**src/rtl/pie_rx_decoder.sv**
```systemverilog
// PIE receive front end: delimiter detect, Tari/RTcal/TRcal capture and data-bit slicing.
// Optional build macro PIE_GLITCH_FILT_EN inserts a GLITCH_LEN-cycle glitch filter after the synchronizer.
module pie_rx_decoder #(
    parameter int unsigned CNT_W      = 16,
    parameter int unsigned DELIM_MIN  = 560,
    parameter int unsigned DELIM_MAX  = 720,
    parameter int unsigned GLITCH_LEN = 4
) (
    input  logic             clk_50m,
    input  logic             rst_n,
    input  logic             rd_data,
    output logic             bit_vld,
    output logic             bit_dat,
    output logic             frm_start,
    output logic             preamble,
    output logic [CNT_W-1:0] tari,
    output logic [CNT_W-1:0] rtcal,
    output logic [CNT_W-1:0] trcal,
    output logic             frm_end,
    output logic             frm_err
);
    typedef enum logic [2:0] {IDLE, DATA0, RTCAL, TRDAT, DATA} state_t;

    localparam int unsigned      XW      = CNT_W + 2;
    localparam logic [CNT_W-1:0] CNT_MAX = '1;

    state_t           state;
    logic             rd_meta;
    logic             rd_sync;
    logic             line;
    logic             line_d;
    logic             rise;
    logic [CNT_W-1:0] low_cnt;
    logic [CNT_W-1:0] iv_cnt;
    logic             delim_ok;
    logic             bit_dec;
    logic             rt_ok;
    logic             tr_tmo;

    always_ff @(posedge clk_50m) begin
        if (!rst_n) begin
            rd_meta <= 1'b0;
            rd_sync <= 1'b0;
        end else begin
            rd_meta <= rd_data;
            rd_sync <= rd_meta;
        end
    end

`ifdef PIE_GLITCH_FILT_EN
    localparam int unsigned GW = $clog2(GLITCH_LEN + 1);

    logic          filt;
    logic [GW-1:0] g_cnt;

    always_ff @(posedge clk_50m) begin
        if (!rst_n) begin
            filt  <= 1'b0;
            g_cnt <= '0;
        end else if (rd_sync == filt) begin
            g_cnt <= '0;
        end else if (g_cnt == GW'(GLITCH_LEN - 1)) begin
            filt  <= rd_sync;
            g_cnt <= '0;
        end else begin
            g_cnt <= g_cnt + 1'b1;
        end
    end

    always_comb line = filt;
`else
    always_comb line = rd_sync;
`endif

    // rise is registered so it lines up with the first high cycle of line_d
    always_ff @(posedge clk_50m) begin
        if (!rst_n) begin
            line_d  <= 1'b0;
            rise    <= 1'b0;
            low_cnt <= '0;
            iv_cnt  <= '0;
        end else begin
            line_d <= line;
            rise   <= line & ~line_d;
            if (rise)
                low_cnt <= '0;
            else if (!line_d && low_cnt != CNT_MAX)
                low_cnt <= low_cnt + 1'b1;
            // the rise cycle itself is the first cycle of the new interval, so N cycles read as N
            if (rise)
                iv_cnt <= {{(CNT_W-1){1'b0}}, 1'b1};
            else if (iv_cnt != CNT_MAX)
                iv_cnt <= iv_cnt + 1'b1;
        end
    end

    always_comb begin
        delim_ok = (low_cnt >= CNT_W'(DELIM_MIN)) && (low_cnt <= CNT_W'(DELIM_MAX));
        bit_dec  = iv_cnt > (rtcal >> 1);
        rt_ok    = (XW'(iv_cnt) >= (XW'(tari) << 1)) && (XW'(iv_cnt) <= (XW'(tari) << 2));
        tr_tmo   = XW'(iv_cnt) >= (XW'(rtcal) << 2);
    end

    always_ff @(posedge clk_50m) begin
        if (!rst_n) begin
            state     <= IDLE;
            bit_vld   <= 1'b0;
            bit_dat   <= 1'b0;
            frm_start <= 1'b0;
            preamble  <= 1'b0;
            tari      <= '0;
            rtcal     <= '0;
            trcal     <= '0;
            frm_end   <= 1'b0;
            frm_err   <= 1'b0;
        end else begin
            bit_vld   <= 1'b0;
            frm_start <= 1'b0;
            frm_end   <= 1'b0;
            frm_err   <= 1'b0;
            if (rise && delim_ok && state != IDLE) begin
                frm_err <= 1'b1;
                state   <= DATA0;
            end else begin
                unique case (state)
                    IDLE: if (rise && delim_ok) state <= DATA0;
                    DATA0: if (rise) begin
                        tari  <= iv_cnt;
                        state <= RTCAL;
                    end
                    RTCAL: if (rise) begin
                        if (rt_ok) begin
                            rtcal     <= iv_cnt;
                            frm_start <= 1'b1;
                            state     <= TRDAT;
                        end else begin
                            frm_err <= 1'b1;
                            state   <= IDLE;
                        end
                    end
                    TRDAT: if (rise) begin
                        if (iv_cnt > rtcal) begin
                            trcal    <= iv_cnt;
                            preamble <= 1'b1;
                        end else begin
                            trcal    <= '0;
                            preamble <= 1'b0;
                            bit_vld  <= 1'b1;
                            bit_dat  <= bit_dec;
                        end
                        state <= DATA;
                    end else if (tr_tmo) begin
                        frm_err <= 1'b1;
                        state   <= IDLE;
                    end
                    DATA: if (rise) begin
                        bit_vld <= 1'b1;
                        bit_dat <= bit_dec;
                    end else if (iv_cnt >= rtcal) begin
                        frm_end <= 1'b1;
                        state   <= IDLE;
                    end
                    default: state <= IDLE;
                endcase
            end
        end
    end
endmodule

```
**config.mk**
```make
export PLATFORM = sky130hd
export DESIGN_NAME = pie_rx_decoder
export DESIGN_NICKNAME = d
export VERILOG_FILES = /design/src/rtl/pie_rx_decoder.sv
export SDC_FILE = /design/constraint.sdc
export NUM_CORES = 1
export LEC_CHECK = 0
export CAP_MARGIN = 20
export CORE_AREA = 2 2 132 134
export CTS_BUF_LIST = sky130_fd_sc_hd__clkbuf_4
export DETAILED_ROUTE_END_ITERATION = 10
export DIE_AREA = 0 0 134 136
export SYNTH_ARGS = -nofsm -noshare
export SYNTH_HDL_FRONTEND = slang
export SYNTH_SLANG_ARGS = --single-unit
```
**constraint.sdc**
```tcl
create_clock -name clk_50m -period 7.4 [get_ports clk_50m]
set_clock_uncertainty 0.05 [all_clocks]
set_input_delay 0.74 -clock clk_50m [delete_from_list [all_inputs] [get_ports clk_50m]]
set_output_delay 0.74 -clock clk_50m [all_outputs]
set_load 0.005 [all_outputs]
```
Yosys cells after proc, flatten, opt, wreduce, memory -nomap -nowiden

Cells that the tools add are included.

Register bits: 93
Input bits: 3
Output and inout port bits: 54
Word-level logic and storage cells: 106

Add/subtract/negate cells: 2
Order comparisons: 8
Eq/ne operators: 21
Muxes and demuxes: 30
Bitwise gates (word level): 7
Reduce and logical (&&, ||, !) cells: 20

Operator list:

| cell                                                                    | number |
|---|---|
| 16-bit by 1-bit adder with 16-bit output, second input constant         | 2 |
| 16-bit != test, second input constant                                   | 2 |
| 3-bit 2-to-1 mux                                                        | 7 |
| 16-bit by 18-bit >= comparator with 1-bit output                        | 1 |
| 16-bit by 18-bit <= comparator with 1-bit output                        | 1 |
| 3-bit != test, second input constant                                    | 6 |
| 16-bit by 17-bit >= comparator with 1-bit output                        | 1 |
| 1-bit 2-to-1 mux                                                        | 17 |
| 16-bit by 10-bit >= comparator with 1-bit output, second input constant | 1 |
| 16-bit >= comparator                                                    | 1 |
| 16-bit by 15-bit greater-than comparator with 1-bit output              | 1 |
| 16-bit greater-than comparator                                          | 1 |
| 16-bit by 10-bit <= comparator with 1-bit output, second input constant | 1 |
| 16-bit 2-to-1 mux                                                       | 1 |
| 2-bit != test, second input constant                                    | 8 |
| 3-bit one-hot mux with 5 select lines                                   | 1 |
| 6-bit AND reduction                                                     | 2 |
| 4-bit OR reduction                                                      | 2 |
| 3-bit by 2-bit == test with 1-bit output, second input constant         | 2 |
| 1-bit NOT                                                               | 6 |
| 1-bit one-hot mux with 2 select lines                                   | 3 |
| 3-bit AND reduction                                                     | 2 |
| 1-bit logical AND                                                       | 5 |
| 5-bit AND reduction                                                     | 1 |
| other kinds (11)                                                        | 13 |

Longest topological paths before layout

Gate-level depths: netlist of the first run.

Depth in word-level cells: 6
Depth in mapped cells: 11
Gate-level depth less buffers: 9

Least setup slack after synthesis of the first run

OpenSTA, ideal clock, no wires.

Path type: reg-to-reg
Start: register iv_cnt[11]
End: register rtcal[11]
Setup time: 0.072 ns
Data arrival time: 2.357 ns
Data required time: 7.278 ns
Setup slack: 4.921 ns
Stages on the path, launching flop included: 11
Path buffers: 2
Clock period less this slack: 2.479 ns
Path through: dfxtp_1 > ha_1 > a211o_1 > o211ai_1 > a21oi_1 > nor4_1 > o21ai_2 > nor3b_2 > buf_6 > buf_12 > mux2i_1

Cells in the longest elaborated chain, start to end: 3
Elaborated cells on any way between the ends: 4
Classes of those cells: order compare (2); reduce/logical (2)

RTL lines:

| item                                                                                                                        | line | source |
|---|---|---|
| start: declaration                                                                                                          | 34   | `logic [CNT_W-1:0] iv_cnt;` |
| start signal: assignment                                                                                                    | 91   | `iv_cnt <= {{(CNT_W-1){1'b0}}, 1'b1};` |
| start signal: assignment                                                                                                    | 93   | `iv_cnt <= iv_cnt + 1'b1;` |
| 16-bit by 18-bit <= comparator with 1-bit output / 16-bit by 17-bit >= comparator with 1-bit output (equally long branches) | 100  | `rt_ok = (XW'(iv_cnt) >= (XW'(tari) << 1)) && (XW'(iv_cnt) <= (XW'(tari) << 2));` |
| 1-bit logical AND                                                                                                           | 100  |  |
| 4-bit AND reduction (no source line)                                                                                        | n/a  |  |
| end signal: assignment                                                                                                      | 133  | `rtcal <= iv_cnt;` |
| end: declaration                                                                                                            | 17   | `output logic [CNT_W-1:0] rtcal,` |

Parallel ways exist; a longest one is shown, timed or not.
A chain may end at the register's enable or synchronous reset.

Worst setup path in the final report of the first run

Start: register iv_cnt[11]
End: register rtcal[3]

Cells in the longest elaborated chain, start to end: 3
Elaborated cells on any way between the ends: 4
Classes of those cells: order compare (2); reduce/logical (2)

RTL lines:

| item                                                                                                                        | line |
|---|---|
| 16-bit by 18-bit <= comparator with 1-bit output / 16-bit by 17-bit >= comparator with 1-bit output (equally long branches) | 100 |
| 1-bit logical AND (*)                                                                                                       | 100 |
| 4-bit AND reduction (no source line) (*)                                                                                    | n/a |

Mark *: on every way between the ends. The rest lies on a longest branch, timed or not.

==> results.yml, run 1 <==
worst_setup_path:
  r2r_end: "rtcal[3]"
  path_delay_family: "simple AND/OR/NAND/NOR gates"
  critPathCaptureType: "flop"
  crit_chain: "ha_1 > a211o_1 > o211ai_1 > a21oi_1 > nor4_1 > o21ai_2 > nor3b_4 > mux2i_1"
  required_ns: 7.77
  critPathMaxFanout: 17
  worst-path-buf-inv: 0
  slowest_stage: "nor3b_4"
  start_kind: "flop"
  startpoint: "iv_cnt[11]"
  reg2regPathDepth: 8
  r2r-start: "iv_cnt[11]"
  arrival_ns: 3.76
  crit_end: "rtcal[3]"
  ff2ff_setup_slack_ns: 4.01
  critical_path_cell_count: 8
  max_stage_delay_ns: 0.90
  crit_type: "flop to flop"
place:
  portBuffers: 56
  place.gp.congestion: 0.837
  dp_hpwl_mm: 10.3
  post-place-ws_ns: 4.05
floorplanning:
  num_rows: 48
  initial_core_util_pct: 34.3
  die_y_um: 136
  num_io_pins: 57
  die_w_um: 134
  core_sq_mm: 0.0169
  dieArea_sq_mm: 0.0182
run_status:
  status: "finished clean"
yosys:
  yosysWarnings: 0
  synth_seq_area_share_pct: 32.1
  synthArstFlopShare_pct: 0
  synth_cells: 663
  synth_area_sq_mm: 0.00580
  ys_seq_elements: 93
  syn_nets: 744
  synth_edf_count: 0
  synth_ff_type: "dfxtp_1"
  synth_cell_types: 66
  syn_avg_cell_area_sq_um: 8.74
hold_path:
  min_path_type: "flop to flop"
global_routing:
  grt_pass1_wl_mm: 23.0
  overflow: 0
  antenna_found_initial: 1
  grt_use_total_pct: 16.0
  grt_max_degree: 72
  grt_pass1_vias: 4556
layout:
  final_cell_mix: "dfxtp_1, ha_1, nand2_1, clkdlybuf4s50_1, nor2_1"
  nNetsFinal: 786
  nFillCells: 1740
  final_common_cell: "dfxtp_1"
  drive_above_1_share_pct: 4.37
  syn2layout_area_growth_pct: 14.0
clocking:
  h-tree-depth: 3
  root_buffer: "clkbuf_4"
  numClockSinks: 93
  cts_buffers: 9
  postCtsSetupRepairBufs: 0
  clk_pin_slew_ns: 0.15
  cts_hold_buf: 0
  tritoncts: "done"
  cts.repair.resized: 0
  clock_path_buffers: 2
  insertion_delay_ns: 0.49
routing:
  drt_first_iter_violations: 211
  post_drt_via_cell_ratio: 5.09
  drcViolationCount: 0
  totalWireLength_mm: 14.2
  avgRoutedWirePerCell_um: 15.1
  dr.pass1.iters: 4
  routed-via-count: 4756
  ant_nets: 0
power:
  clkPwrFrac_pct: 31.4
  p_int_mw: 0.597
  max-vdd-ir-drop_mv: 0.0750
  pwr-share-comb_pct: 6.4
  total_leakage_power_nw: 2.59
  seqPwrFrac_pct: 62.2
  swShare_pct: 27.4
  power.density_mw_per_mm2: 125
  switching_power_mw: 0.226
sta:
  worst_pin_slew_ns: 1.09
  max_freq_mhz: 295
  setup_tns_ns: 0
  finalHoldViolCount: 0
  setup_slack_ns: 4.01
  slew_headroom_pct: 27.0
  setup_violations: 0
  hold_ws_ns: 0.406
  fin_crit_sh_pct: 45.8
  rsz0062_at_grt: "no"
  slew_viol_final: 0
  period_needed_ns: 3.39
job:
  maxCapViolCount: 0
==> per-layer routing <==
| metal | routed length, um | global-route usage (%) |
|---|---|---|
| met5 | 0 | 0 |
| met2 | 6300 | 25.7 |
| met3 | 431 | 2.91 |
| met4 | 306 | 6.21 |
| met1 | 7120 | 21.4 |
==> final cells by class <==
| cell class | instances | area, sq um | area share, % |
|---|---|---|---|
| multi-input combinational | 499 | 3610 | 54.7 |
| sequential | 93 | 1860 | 28.2 |
| timing repair buffer | 58 | 571 | 8.63 |
| tap | 225 | 282 | 4.26 |
| inverter | 44 | 165 | 2.50 |
| clock buffer | 10 | 75.1 | 1.14 |
| clock inverter | 5 | 36.3 | 0.549 |
| antenna | 1 | 2.50 | 0.0379 |
==> stage by stage <==
stage                     utilization [%]  cell area, sq um  cells  total power [mW]
after floorplan                         -              5800    663             0.559
after global placement               38.5              6490    919             0.575
after detailed placement             38.5              6490    919             0.575
after CTS                            39.1              6610    934             0.836
after global routing                 39.2              6610    935             0.859
final                                39.2              6610    935             0.823
==> state kept, by name, summed over array words and instances, names as in the netlist, 3 cells and up <==
register and count:
iv_cnt 16, low_cnt 16, rtcal 16, tari 16, trcal 16, state 3
==> cells in the mapped netlist, types with 13 or more instances <==
| library cell | instances | area, sq um |
|---|---|---|
| dfxtp_1 | 93 | 1860 |
| ha_1 | 78 | 976 |
| nand2_1 | 64 | 240 |
| nor2_1 | 50 | 188 |
| inv_1 | 44 | 165 |
| a21oi_1 | 36 | 180 |
| nor2b_1 | 32 | 200 |
| mux2i_1 | 30 | 300 |
| nand3_1 | 20 | 100 |
| nand4_1 | 18 | 113 |
| o21ai_0 | 18 | 90.1 |
| a22oi_1 | 16 | 120 |
| clkbuf_1 | 13 | 48.8 |
==> power groups by stage <==
stage / combinational [mW] / sequential (mW) / clock, mW
5_1_grt: 0.0594 / 0.513 / 0.287
3_3_place_gp: 0.0527 / 0.522 / 0
4_1_cts: 0.0530 / 0.512 / 0.271
6_report: 0.0528 / 0.512 / 0.258
2_1_floorplan: 0.0397 / 0.520 / 0
3_5_place_dp: 0.0526 / 0.523 / 0
==> kinds of logic after synthesis <==
kind of cell,synth area share (%)
buffers and inverters,5.63
and+or+nand+nor,23.1
xor gates and xnor gates,3.63
muxes,5.18
adders and majority gates,16.8
DFF,32.1
AOI/OAI and AO/OA,13.5
==> worst min-delay path by stage <==
stage                  from    to  slack (ns)  cells past startpoint
floorplan           rd_meta  line        0.36                      1
global placement    rd_meta  line        0.37                      1
detailed placement  rd_meta  line        0.37                      1
CTS                 rd_meta  line        0.41                      1
global route        rd_meta  line        0.44                      1
finish              rd_meta  line        0.41                      1
Power figures use the tool's default switching activity.
==> run 2: changes to the inputs <==
Clock period 7.4 ns to 3 ns, I/O delays scaled along.
==> run 2 against run 1 <==
  * Setup slack got worse by 3.7 ns
  * Clock power rose to 2.7 times the previous value
  * Maximum frequency rose by 27%
  * Non-clock buffer count rose by 22
  * Global-route usage rose by 0.67 points
  * Routed wire length rose by 3.0%
  * Sequential power rose by 150%
  * Utilization rose by 1.2 points
  * Largest power group unchanged
==> results.yml, run 2 (synthesized netlist as in run 1, its figures left out) <==
layout:
  syn2layout_area_growth_pct: 17.4
  nFillCells: 1716
  multiInputGateArea_sq_mm: 0.00361
  drive_above_1_share_pct: 7.38
  seq_area_sq_mm: 0.00186
  nNetsFinal: 808
  final_cell_mix: "dfxtp_1, ha_1, nand2_1, clkdlybuf4s50_1, nor2_1"
  final_common_cell: "dfxtp_1"
place:
  dp_hpwl_mm: 10.9
  portBuffers: 56
  place.gp.congestion: 0.865
  post-place-ws_ns: 0.358
routing:
  totalWireLength_mm: 14.6
  routed-via-count: 4831
  dr.pass1.iters: 4
  drcViolationCount: 0
  ant_nets: 0
  avgRoutedWirePerCell_um: 15.2
  post_drt_via_cell_ratio: 5.04
  drt_first_iter_violations: 204
clocking:
  clk_pin_slew_ns: 0.17
  insertion_delay_ns: 0.49
  postCtsSetupRepairBufs: 0
  cts.repair.resized: 0
  clock_path_buffers: 2
  numClockSinks: 93
  tritoncts: "done"
  cts_hold_buf: 0
  root_buffer: "clkbuf_4"
  h-tree-depth: 3
  cts_buffers: 9
sta:
  rsz0062_at_grt: "no"
  slew_viol_final: 0
  finalHoldViolCount: 0
  setup_violations: 0
  setup_tns_ns: 0
  max_freq_mhz: 375
  slew_headroom_pct: 49.2
  fin_crit_sh_pct: 88.9
  hold_ws_ns: 0.184
  period_needed_ns: 2.67
  setup_slack_ns: 0.332
  worst_pin_slew_ns: 0.762
worst_setup_path:
  ff2ff_setup_slack_ns: 0.33
  crit_type: "flop to flop"
  reg2regPathDepth: 8
  startpoint: "iv_cnt[14]"
  critPathMaxFanout: 17
  start_kind: "flop"
  required_ns: 3.37
  r2r-start: "iv_cnt[14]"
  r2r_end: "rtcal[14]"
  arrival_ns: 3.04
  crit_end: "rtcal[14]"
  critPathCaptureType: "flop"
job:
  maxCapViolCount: 0
global_routing:
  grt_pass1_wl_mm: 24.0
  grt_pass1_vias: 4683
  antenna_found_initial: 1
  overflow: 0
  grt_max_degree: 70
  grt_use_total_pct: 16.7
power:
  max-vdd-ir-drop_mv: 0.181
  p_total_mw: 2.08
  power.density_mw_per_mm2: 306
  total_leakage_power_nw: 2.72
floorplanning:
  core_sq_mm: 0.0169
  initial_core_util_pct: 34.3
  num_io_pins: 57
  die_y_um: 136
  dieArea_sq_mm: 0.0182
  num_rows: 48
  die_w_um: 134
hold_path:
  min_path_type: "input port to flop"
run_status:
  status: "finished clean"
==> run 2: cell types whose count changed in the layout (fill, tap and decap cells not counted), sizes merged <==
| cell | before | now |
|---|---|---|
| clkbuf | 10 | 9 |
| clkinvlp | 3 | 2 |
| inv | 45 | 48 |
| diode | 1 | 2 |
| buf | 3 | 25 |
==> run 2: power by group <==
group / leakage (nW) / internal [mW] / switching [mW]
Clock: 0.0670 / 0.189 / 0.497
Sequential: 0.750 / 1.25 / 0.0129
Combinational: 1.90 / 0.0548 / 0.0825
==> run 2: worst min-delay path by stage <==
stage               startpoint        end  slack [ns]  depth (start not counted)
floorplan              rd_meta       line        0.36                          1
global placement       rd_meta       line        0.37                          1
detailed placement     rd_meta       line        0.37                          1
CTS                      rst_n  trcal[15]        0.14                          3
global route             rst_n   tari[15]        0.19                          3
finish                   rst_n  trcal[15]        0.18                          3
==> run 2: layout make-up <==
type                            count  area share [%]
Clock buffer                        9           0.992
Clock inverter                      7           0.937
Timing Repair Buffer               80            11.0
Multi-Input combinational cell    499            53.1
Inverter                           44            2.43
Antenna cell                        2          0.0735
Sequential cell                    93            27.3
Tap cell                          225            4.14
==> run 2: stage by stage <==
stage	area [sq um]	cells	util [%]
6_report	6810	959	40.3
5_1_grt	6810	959	40.3
4_1_cts	6800	957	40.3
3_5_place_dp	6670	941	39.5
3_3_place_gp	6670	941	39.5
2_1_floorplan	5800	663	-
==> run 2: critical path, cell delays in order (launching register included) <==
cell and delay, ns:
dfxtp_1 0.45, ha_1 0.34, nand4_1 0.13, or4_4 0.58, nor4_4 0.27, o21ai_2 0.14
nor3b_4 0.24, buf_12 0.21, mux2i_1 0.19
==> run 2: routing by layer <==
metal	wire, um	share of wire (%)	GRT usage (%)	vias up
met4	278	1.9	5.97	0
met2	6350	44	26.8	66
met3	440	3.0	2.54	15
met5	0	0	0	-
li1	-	-	-	2487
met1	7520	52	22.8	2263
